## src/rtl/div_pkg.sv

```systemverilog
// div_pkg: shared state codes, handshake levels and ALU op codes for the divider
package div_pkg;
  typedef enum logic [1:0] {
    DIV_FREE    = 2'b00,
    DIV_BY_ZERO = 2'b01,
    DIV_ON      = 2'b10,
    DIV_END     = 2'b11
  } div_state_e;
  localparam logic DIV_RESULT_READY     = 1'b1;
  localparam logic DIV_RESULT_NOT_READY = 1'b0;
  localparam logic DIV_START            = 1'b1;
  localparam logic DIV_STOP             = 1'b0;
  localparam int   DOUBLE_REG_W         = 64;
  localparam logic [7:0] EXE_DIV_OP     = 8'b0001_1010;
  localparam logic [7:0] EXE_DIVU_OP    = 8'b0001_1011;
endpackage

```

## src/rtl/div_step.sv

```systemverilog
// div_step: one restoring subtract-and-shift step on the working dividend register
module div_step
  import div_pkg::*;
#(
  parameter int DATA_W = 32
) (
  input  logic [2*DATA_W:0] dividend_i,
  input  logic [DATA_W-1:0] divisor_i,
  output logic [2*DATA_W:0] dividend_o
);
  logic [DATA_W:0] diff;
  // a borrow out of the top bit means the partial remainder is below the divisor
  always_comb begin
    diff       = dividend_i[2*DATA_W:DATA_W] - {1'b0, divisor_i};
    dividend_o = diff[DATA_W] ? {dividend_i[2*DATA_W-1:0], 1'b0}
                              : {diff[DATA_W-1:0], dividend_i[DATA_W-1:0], 1'b1};
  end
endmodule

```

## src/rtl/div.sv

```systemverilog
// div: multi-cycle radix-2 restoring divider for DIV/DIVU; DIV_EARLY_EXIT_EN skips the loop when |op1| < |op2|
module div
  import div_pkg::*;
#(
  parameter int DATA_W = 32
) (
  input  logic                  clk,
  input  logic                  rst,
  input  logic                  signed_div_i,
  input  logic [DATA_W-1:0]     opdata1_i,
  input  logic [DATA_W-1:0]     opdata2_i,
  input  logic                  start_i,
  input  logic                  annul_i,
  output logic [2*DATA_W-1:0]   result_o,
  output logic                  ready_o
);
  localparam int CW = $clog2(DATA_W) + 1;
  localparam logic [CW-1:0] CNT_DONE = CW'(DATA_W);
  div_state_e state_q, state_d;
  logic [CW-1:0] cnt_q, cnt_d;
  logic [2*DATA_W:0] dividend_q, dividend_d, step_next;
  logic [DATA_W-1:0] divisor_q, divisor_d;
  logic sign1_q, sign1_d, sign2_q, sign2_d, signed_q, signed_d;
  logic [2*DATA_W-1:0] result_q, result_d;
  logic ready_q, ready_d;
  logic neg1, neg2;
  logic [DATA_W-1:0] abs1, abs2, quo, rem;
  div_step #(.DATA_W(DATA_W)) u_step (
    .dividend_i(dividend_q),
    .divisor_i (divisor_q),
    .dividend_o(step_next)
  );
  // operand magnitudes and sign-corrected final quotient/remainder
  always_comb begin
    neg1 = signed_div_i & opdata1_i[DATA_W-1];
    neg2 = signed_div_i & opdata2_i[DATA_W-1];
    abs1 = neg1 ? -opdata1_i : opdata1_i;
    abs2 = neg2 ? -opdata2_i : opdata2_i;
    quo  = dividend_q[DATA_W-1:0];
    rem  = dividend_q[2*DATA_W:DATA_W+1];
    quo  = (signed_q & (sign1_q ^ sign2_q)) ? -quo : quo;
    rem  = (signed_q & sign1_q) ? -rem : rem;
  end
  // next-state logic; outputs are registered and only non-zero on entry to or while in END
  always_comb begin
    state_d    = state_q;
    cnt_d      = cnt_q;
    dividend_d = dividend_q;
    divisor_d  = divisor_q;
    sign1_d    = sign1_q;
    sign2_d    = sign2_q;
    signed_d   = signed_q;
    ready_d    = DIV_RESULT_NOT_READY;
    result_d   = '0;
    case (state_q)
      DIV_FREE: begin
        if (start_i == DIV_START && !annul_i) begin
          if (opdata2_i == '0) begin
            state_d = DIV_BY_ZERO;
          end
`ifdef DIV_EARLY_EXIT_EN
          else if (abs1 < abs2) begin
            state_d  = DIV_END;
            ready_d  = DIV_RESULT_READY;
            result_d = {opdata1_i, {DATA_W{1'b0}}};
          end
`endif
          else begin
            state_d    = DIV_ON;
            cnt_d      = '0;
            dividend_d = {{DATA_W{1'b0}}, abs1, 1'b0};
            divisor_d  = abs2;
            sign1_d    = neg1;
            sign2_d    = neg2;
            signed_d   = signed_div_i;
          end
        end
      end
      DIV_BY_ZERO: begin
        state_d = DIV_END;
        ready_d = DIV_RESULT_READY;
      end
      DIV_ON: begin
        if (annul_i) begin
          state_d = DIV_FREE;
        end else if (cnt_q != CNT_DONE) begin
          dividend_d = step_next;
          cnt_d      = cnt_q + CW'(1);
        end else begin
          state_d  = DIV_END;
          ready_d  = DIV_RESULT_READY;
          result_d = {rem, quo};
        end
      end
      default: begin
        state_d  = start_i == DIV_START ? DIV_END : DIV_FREE;
        ready_d  = start_i == DIV_START ? DIV_RESULT_READY : DIV_RESULT_NOT_READY;
        result_d = start_i == DIV_START ? result_q : '0;
      end
    endcase
  end
  // state and output registers with synchronous reset
  always_ff @(posedge clk) begin
    if (rst) begin
      state_q    <= DIV_FREE;
      cnt_q      <= '0;
      dividend_q <= '0;
      divisor_q  <= '0;
      sign1_q    <= 1'b0;
      sign2_q    <= 1'b0;
      signed_q   <= 1'b0;
      result_q   <= '0;
      ready_q    <= DIV_RESULT_NOT_READY;
    end else begin
      state_q    <= state_d;
      cnt_q      <= cnt_d;
      dividend_q <= dividend_d;
      divisor_q  <= divisor_d;
      sign1_q    <= sign1_d;
      sign2_q    <= sign2_d;
      signed_q   <= signed_d;
      result_q   <= result_d;
      ready_q    <= ready_d;
    end
  end
  assign result_o = result_q;
  assign ready_o  = ready_q;
endmodule

```

## config.mk

```make
export PLATFORM = sky130hd
export DESIGN_NAME = div
export DESIGN_NICKNAME = d
export VERILOG_FILES = /design/src/rtl/div_pkg.sv /design/src/rtl/div_step.sv /design/src/rtl/div.sv
export SDC_FILE = /design/constraint.sdc
export NUM_CORES = 1
export LEC_CHECK = 0
export CAP_MARGIN = 20
export CORE_ASPECT_RATIO = 0.8
export CORE_MARGIN = 4
export CORE_UTILIZATION = 30
export DETAILED_ROUTE_END_ITERATION = 10
export HOLD_SLACK_MARGIN = 0.06
export MAX_ROUTING_LAYER = met4
export PLACE_DENSITY_LB_ADDON = 0.08
export SLEW_MARGIN = 20
export SYNTH_ARGS = -nofsm -noshare
export SYNTH_HDL_FRONTEND = slang
export SYNTH_SLANG_ARGS = --single-unit
```

## constraint.sdc

```tcl
create_clock -name clk -period 5.2 [get_ports clk]
set_input_delay 0.52 -clock clk [delete_from_list [all_inputs] [get_ports clk]]
set_output_delay 0.52 -clock clk [all_outputs]
set_load 0.03 [all_outputs]
```

# After elaboration in Yosys (flattened, before gate mapping)
# Cells that the tools add are included.
# word_totals
regBits	173
out_inout_bits	65
# classes
n_eq_ne	9
mux	29
bitwise	6
n_reduce_logical	9
add_sub_neg	6
# op_table
op	n
2-to-1 mux 65 bit	5
2-to-1 mux 64 bit	3
one-hot mux 65 bit (2 select lines)	1
2-to-1 mux 32 bit	4
negation 32 bit	4
one-hot mux 64 bit (2 select lines)	1
subtractor 33 x 32 -> 33 bit	1
logical NOT 32 bit	1
2-to-1 mux 6 bit	4
one-hot mux 6 bit (2 select lines)	1
2-to-1 mux 2 bit	5
!= test 2 bit, second input constant	4
adder 6 x 1 -> 6 bit, second input constant	1
!= test 6 bit, second input constant	1
one-hot mux 2 bit (3 select lines)	1
AND reduction 5 bit	1
bitwise AND 1 bit	4
2-to-1 mux 1 bit	3
!= test 3 x 2 -> 1 bit, second input constant	1
!= test 3 bit, second input constant	1
one-hot mux 1 bit (3 select lines)	1
AND reduction 3 bit	1
== test 2 x 1 -> 1 bit, second input constant	1
== test 2 bit, second input constant	1
8 further kinds	8

# Depth between registers and ports, before layout
# logic_depth
ltp_word	6
mapped_depth	13
ltp_nobuf	12

# Hierarchy
# Synthesis repeated with hierarchy kept, for this count alone.
# unflattened
cells_unflattened	1533
area_unflattened_um2	11638.7
# by_module_without_submodules
mod	instances	cells_per_inst	area_each_um2	seq_area_each_um2
div	1	1141	8944.8	3463.3
div_step	1	392	2693.8	0.0

# Least setup slack after synthesis
# OpenSTA, ideal clock, no wires.
# synth_timing
path_type	reg2reg
start	reg dividend_q[32]
end	reg dividend_q[58]
path_slack_ns	2.147
setup_time_ns	0.133
arrival_time_ns	2.920
path_stages_with_launch	14
required_ns	5.067
period_less_slack_ns	3.053
cell_sequence	dfxtp_1 -> inv_1 -> ha_1 -> fa_1 -> nand2b_1 -> a21oi_1 -> o31a_1 -> a311oi_2 -> or3_1 -> a31oi_4 -> buf_4 -> nor2_1 -> a222oi_1 -> o31ai_1
# synth_between
elab_chain_len	5
# synth_rtl
element	line	source
from (decl)	div.sv:21	logic [2*DATA_W:0] dividend_q, dividend_d, step_next;
from (signal assigned)	div.sv:117	dividend_q <= dividend_d;
subtractor 33 x 32 -> 33 bit	div_step.sv:14	diff = dividend_i[2*DATA_W:DATA_W] - {1'b0, divisor_i};
2-to-1 mux 65 bit	div_step.sv:15	dividend_o = diff[DATA_W] ? {dividend_i[2*DATA_W-1:0], 1'b0}
2-to-1 mux 65 bit	div.sv:86	end else if (cnt_q != CNT_DONE) begin
2-to-1 mux 65 bit	div.sv:84	if (annul_i) begin
one-hot mux 65 bit (2 select lines)	div.sv:55	case (state_q)
# No other way between the ends. The select of a mux whose other input is x is not followed.
# A chain may end at the register's enable or synchronous reset.

# Final worst setup path
# layout_timing
start	reg dividend_q[32]
end	reg dividend_q[35]
# The elaborated chain is that of the path after synthesis.

==> impl_metrics.py <==
metrics = {
    "run_status": {
        "status": "finished, final reports clean",
    },
    "worst_setup_path": {
        "r2r-end": "dividend_q[35]",
        "max_stage_delay_ns": 0.68,
        "timing.rr.start": "dividend_q[32]",
        "crit_slowest_cell": "a31oi_4",
        "crit_buf_inv": 2,
        "end_kind": "register",
        "reg2reg_slack_ns": 1.39,
        "cp-start-kind": "register",
        "cp.required_ns": 5.53,
        "critPathMaxFanout": 23,
        "path_cells": "inv_1, ha_1, fa_1, nand2b_1, a21oi_1, o31a_1, a311oi_2, or3_1, a31oi_4, buf_4, mux2i_1, o21ai_1",
        "critical_path_class": "reg2reg",
        "cp_top_family": "compound AO/OA/AOI/OAI gates",
        "worst_ep_arrival_time_ns": 4.14,
        "reg2reg_depth": 12,
    },
    "timing": {
        "min_period_over_period_pct": 73.4,
        "worst_slew_pin_slew_ns": 0.992,
        "fin_skew_ns": 0.0259,
        "final_hold_viol_count": 0,
        "setup_tns_ns": 0,
        "setup_viol": 0,
        "relSlewSlack_pct": 33.8,
        "drv_slew": 0,
        "fmax_mhz": 262,
        "rsz0062_at_grt": "false",
        "fin_crit_ns": 3.81,
    },
    "grt": {
        "grt_antenna_before_repair": 0,
        "grt.total_usage_pct": 18.0,
        "grt-ovfl-total": 0,
        "first_global_vias": 9072,
        "grt_start_max_net_pins": 84,
        "grt_pass1_wl_mm": 54.0,
    },
    "run": {
        "drv_cap": 0,
    },
    "place": {
        "dp_hpwl_mm": 26.1,
        "port_buffers": 133,
        "gp_congestion": 0.855,
    },
    "route": {
        "dr.pass1.iters": 5,
        "drc": 0,
        "drtAntennaViolNets": 0,
        "totalWireLength_mm": 34.4,
        "wl_per_cell_um": 17.7,
        "routed-via-count": 9980,
        "routed_via_density": 5.13,
        "first_iter_violations": 842,
    },
    "pwr": {
        "pwr-share-seq_pct": 40.1,
        "vdd_drop_max_uv": 146,
        "p_sw_share_pct": 30.7,
        "power.leakage_nw": 4.86,
        "switching_power_mw": 1.09,
        "power_frac_clock_pct": 38.7,
        "finalPower_mw": 3.55,
        "p_per_area_mw_per_mm2": 270,
        "p_comb_share_pct": 21.2,
        "p_int_mw": 2.46,
    },
    "synthesis": {
        "syn_inst": 1375,
        "yosysMostFrequentCell": "nor2_1",
        "synth_area_leaders": "dfxtp_1 32%, nor2_1 6.6%, xnor2_1 6.4%",
        "async_reset_ff_share_pct": 0,
        "ys_warn_count": 0,
        "ys_types": 77,
        "avgSynthCellArea_um2": 7.86,
        "synthesis.area_mm2": 0.0108,
        "synth_ff_type": "dfxtp_1",
        "yosysTopAreaCellShare_pct": 32.0,
        "synthTopCellsByCount": "190 x nor2_1, 173 x dfxtp_1, 129 x nand2_1",
        "seq_area_frac_synth_pct": 32.0,
        "ys_seq_elements": 173,
        "synth_edf_count": 0,
        "syn_nets": 1483,
        "yosys.area.top_type": "dfxtp_1",
    },
    "floorplan": {
        "rows": 61,
        "die_y_um": 178,
        "die_area_mm2": 0.0392,
        "start_util_pct": 30.7,
        "core_mm2": 0.0352,
        "fp.dieW_um": 220,
        "io_pins": 134,
    },
    "clock_tree": {
        "insertion_delay_ns": 0.45,
        "numCtsBuffers": 17,
        "cts_tree": "yes",
        "cts_root_buffer": "clkbuf_16",
        "cts_setup_buffers": 0,
        "cts_buffer_depth": 2,
        "clk_pin_slew_ns": 0.07,
        "cts-hold-fix-buffers": 0,
        "cts-resized-gates": 0,
        "cts.sinks": 173,
        "cts_max_level": 4,
    },
    "min_path": {
        "hold_path_depth": 2,
        "hold-path-endpoint": "result_o[4]",
        "hp-start": "result_o[4]",
        "hold_path.class": "reg2reg",
    },
    "layout": {
        "drive_gt1_share_pct": 5.09,
        "syn_to_final_growth_pct": 21.4,
        "diodes": 0,
        "final_nets": 1568,
    },
}
==> flip-flops by register name, summed over array words and instances, names as in the netlist <==
name,count
cnt_q,6
dividend_q,65
divisor_q,32
ready_o,1
result_o,64
sign1_q,1
sign2_q,1
signed_q,1
state_q,2
==> layer usage <==
layer / share of wire [%] / track usage, % / wire [um] / vias to the layer above
met1: 58 / 30.1 / 20000 / 4676
met5: 0 / - / 0 / -
met3: 4.4 / 3.25 / 1510 / 10
li1: - / - / - / 5095
met4: 0.62 / 3.32 / 214 / 0
met2: 37 / 21.6 / 12700 / 199
==> placed cells by master (no fill, tap or decap), drive strengths merged, types with 10 or more instances in the layout <==
cell           instances
nand3                 17
nor3                  32
xor2                  62
or4                   14
nor2                 192
mux2i                 20
a221oi                15
or3                   16
a21oi                 88
clkbuf                18
buf                   12
clkdlybuf4s50        132
nand2b                10
o21ai                 87
nand2                129
and3                  13
a21o                  18
dfxtp                173
xnor2                 79
ha                    38
a22oi                 76
a211oi                28
o31ai                 23
nor4                  13
inv                   63
==> final cells by class <==
type / count / area, um^2
clock buffer: 18 / 439
clock inverter: 14 / 180
fill: 3645 / 22100
inverter: 58 / 218
multi-input combinational: 1066 / 6810
sequential: 173 / 3460
tap: 472 / 591
timing repair buffer: 144 / 1420
==> worst register-to-register path, delay by kind of cell (launching register included) <==
family	cells	cell delay, ns
simple gates	2	0.63
buf+inv	2	0.40
fa+ha+maj	2	0.62
compound gates	5	1.40
flops	1	0.43
mux	1	0.22
==> stage by stage <==
stage / hold slack [ns] / utilization (%) / cell area [um^2] / setup slack [ns] / std cells
CTS: 0.456 / 37.3 / 13100 / 1.36 / 1945
global route: 0.474 / 37.3 / 13100 / 1.04 / 1945
detailed placement: 0.445 / 35.5 / 12500 / 1.25 / 1913
global placement: 0.445 / 35.5 / 12500 / 1.33 / 1913
finish: 0.453 / 37.3 / 13100 / 1.39 / 1945
floorplan: 0.432 / - / 10800 / 2.15 / 1375
==> power groups by stage <==
stage / registers, mW / clock network (mW) / logic [mW]
2_1_floorplan: 1.42 / 0 / 0.544
3_3_place_gp: 1.45 / 0 / 0.752
3_5_place_dp: 1.45 / 0 / 0.752
4_1_cts: 1.42 / 1.42 / 0.755
5_1_grt: 1.43 / 1.47 / 0.842
6_report: 1.42 / 1.37 / 0.753
==> worst max-delay path by stage <==
stage          depth (start not counted)      startpoint  slack, ns              to
2_1_floorplan                         13  dividend_q[32]       2.15  dividend_q[58]
3_3_place_gp                          11    opdata2_i[6]       1.33        cnt_q[5]
3_5_place_dp                           9    opdata2_i[6]       1.25    divisor_q[5]
4_1_cts                               12  dividend_q[32]       1.36  dividend_q[53]
5_1_grt                               11  dividend_q[33]       1.04  dividend_q[60]
6_report                              12  dividend_q[32]       1.39  dividend_q[35]
==> kinds of logic after synthesis <==
| logic type | count (synthesis) | share of synthesized area (%) |
|---|---|---|
| compound gates | 402 | 25.3 |
| xor+xnor | 141 | 11.4 |
| fa+ha+maj | 39 | 4.58 |
| buf+inv | 136 | 5.10 |
| flops | 173 | 32.0 |
| mux | 21 | 1.96 |
| simple gates | 463 | 19.6 |
Power figures use the tool's default switching activity.
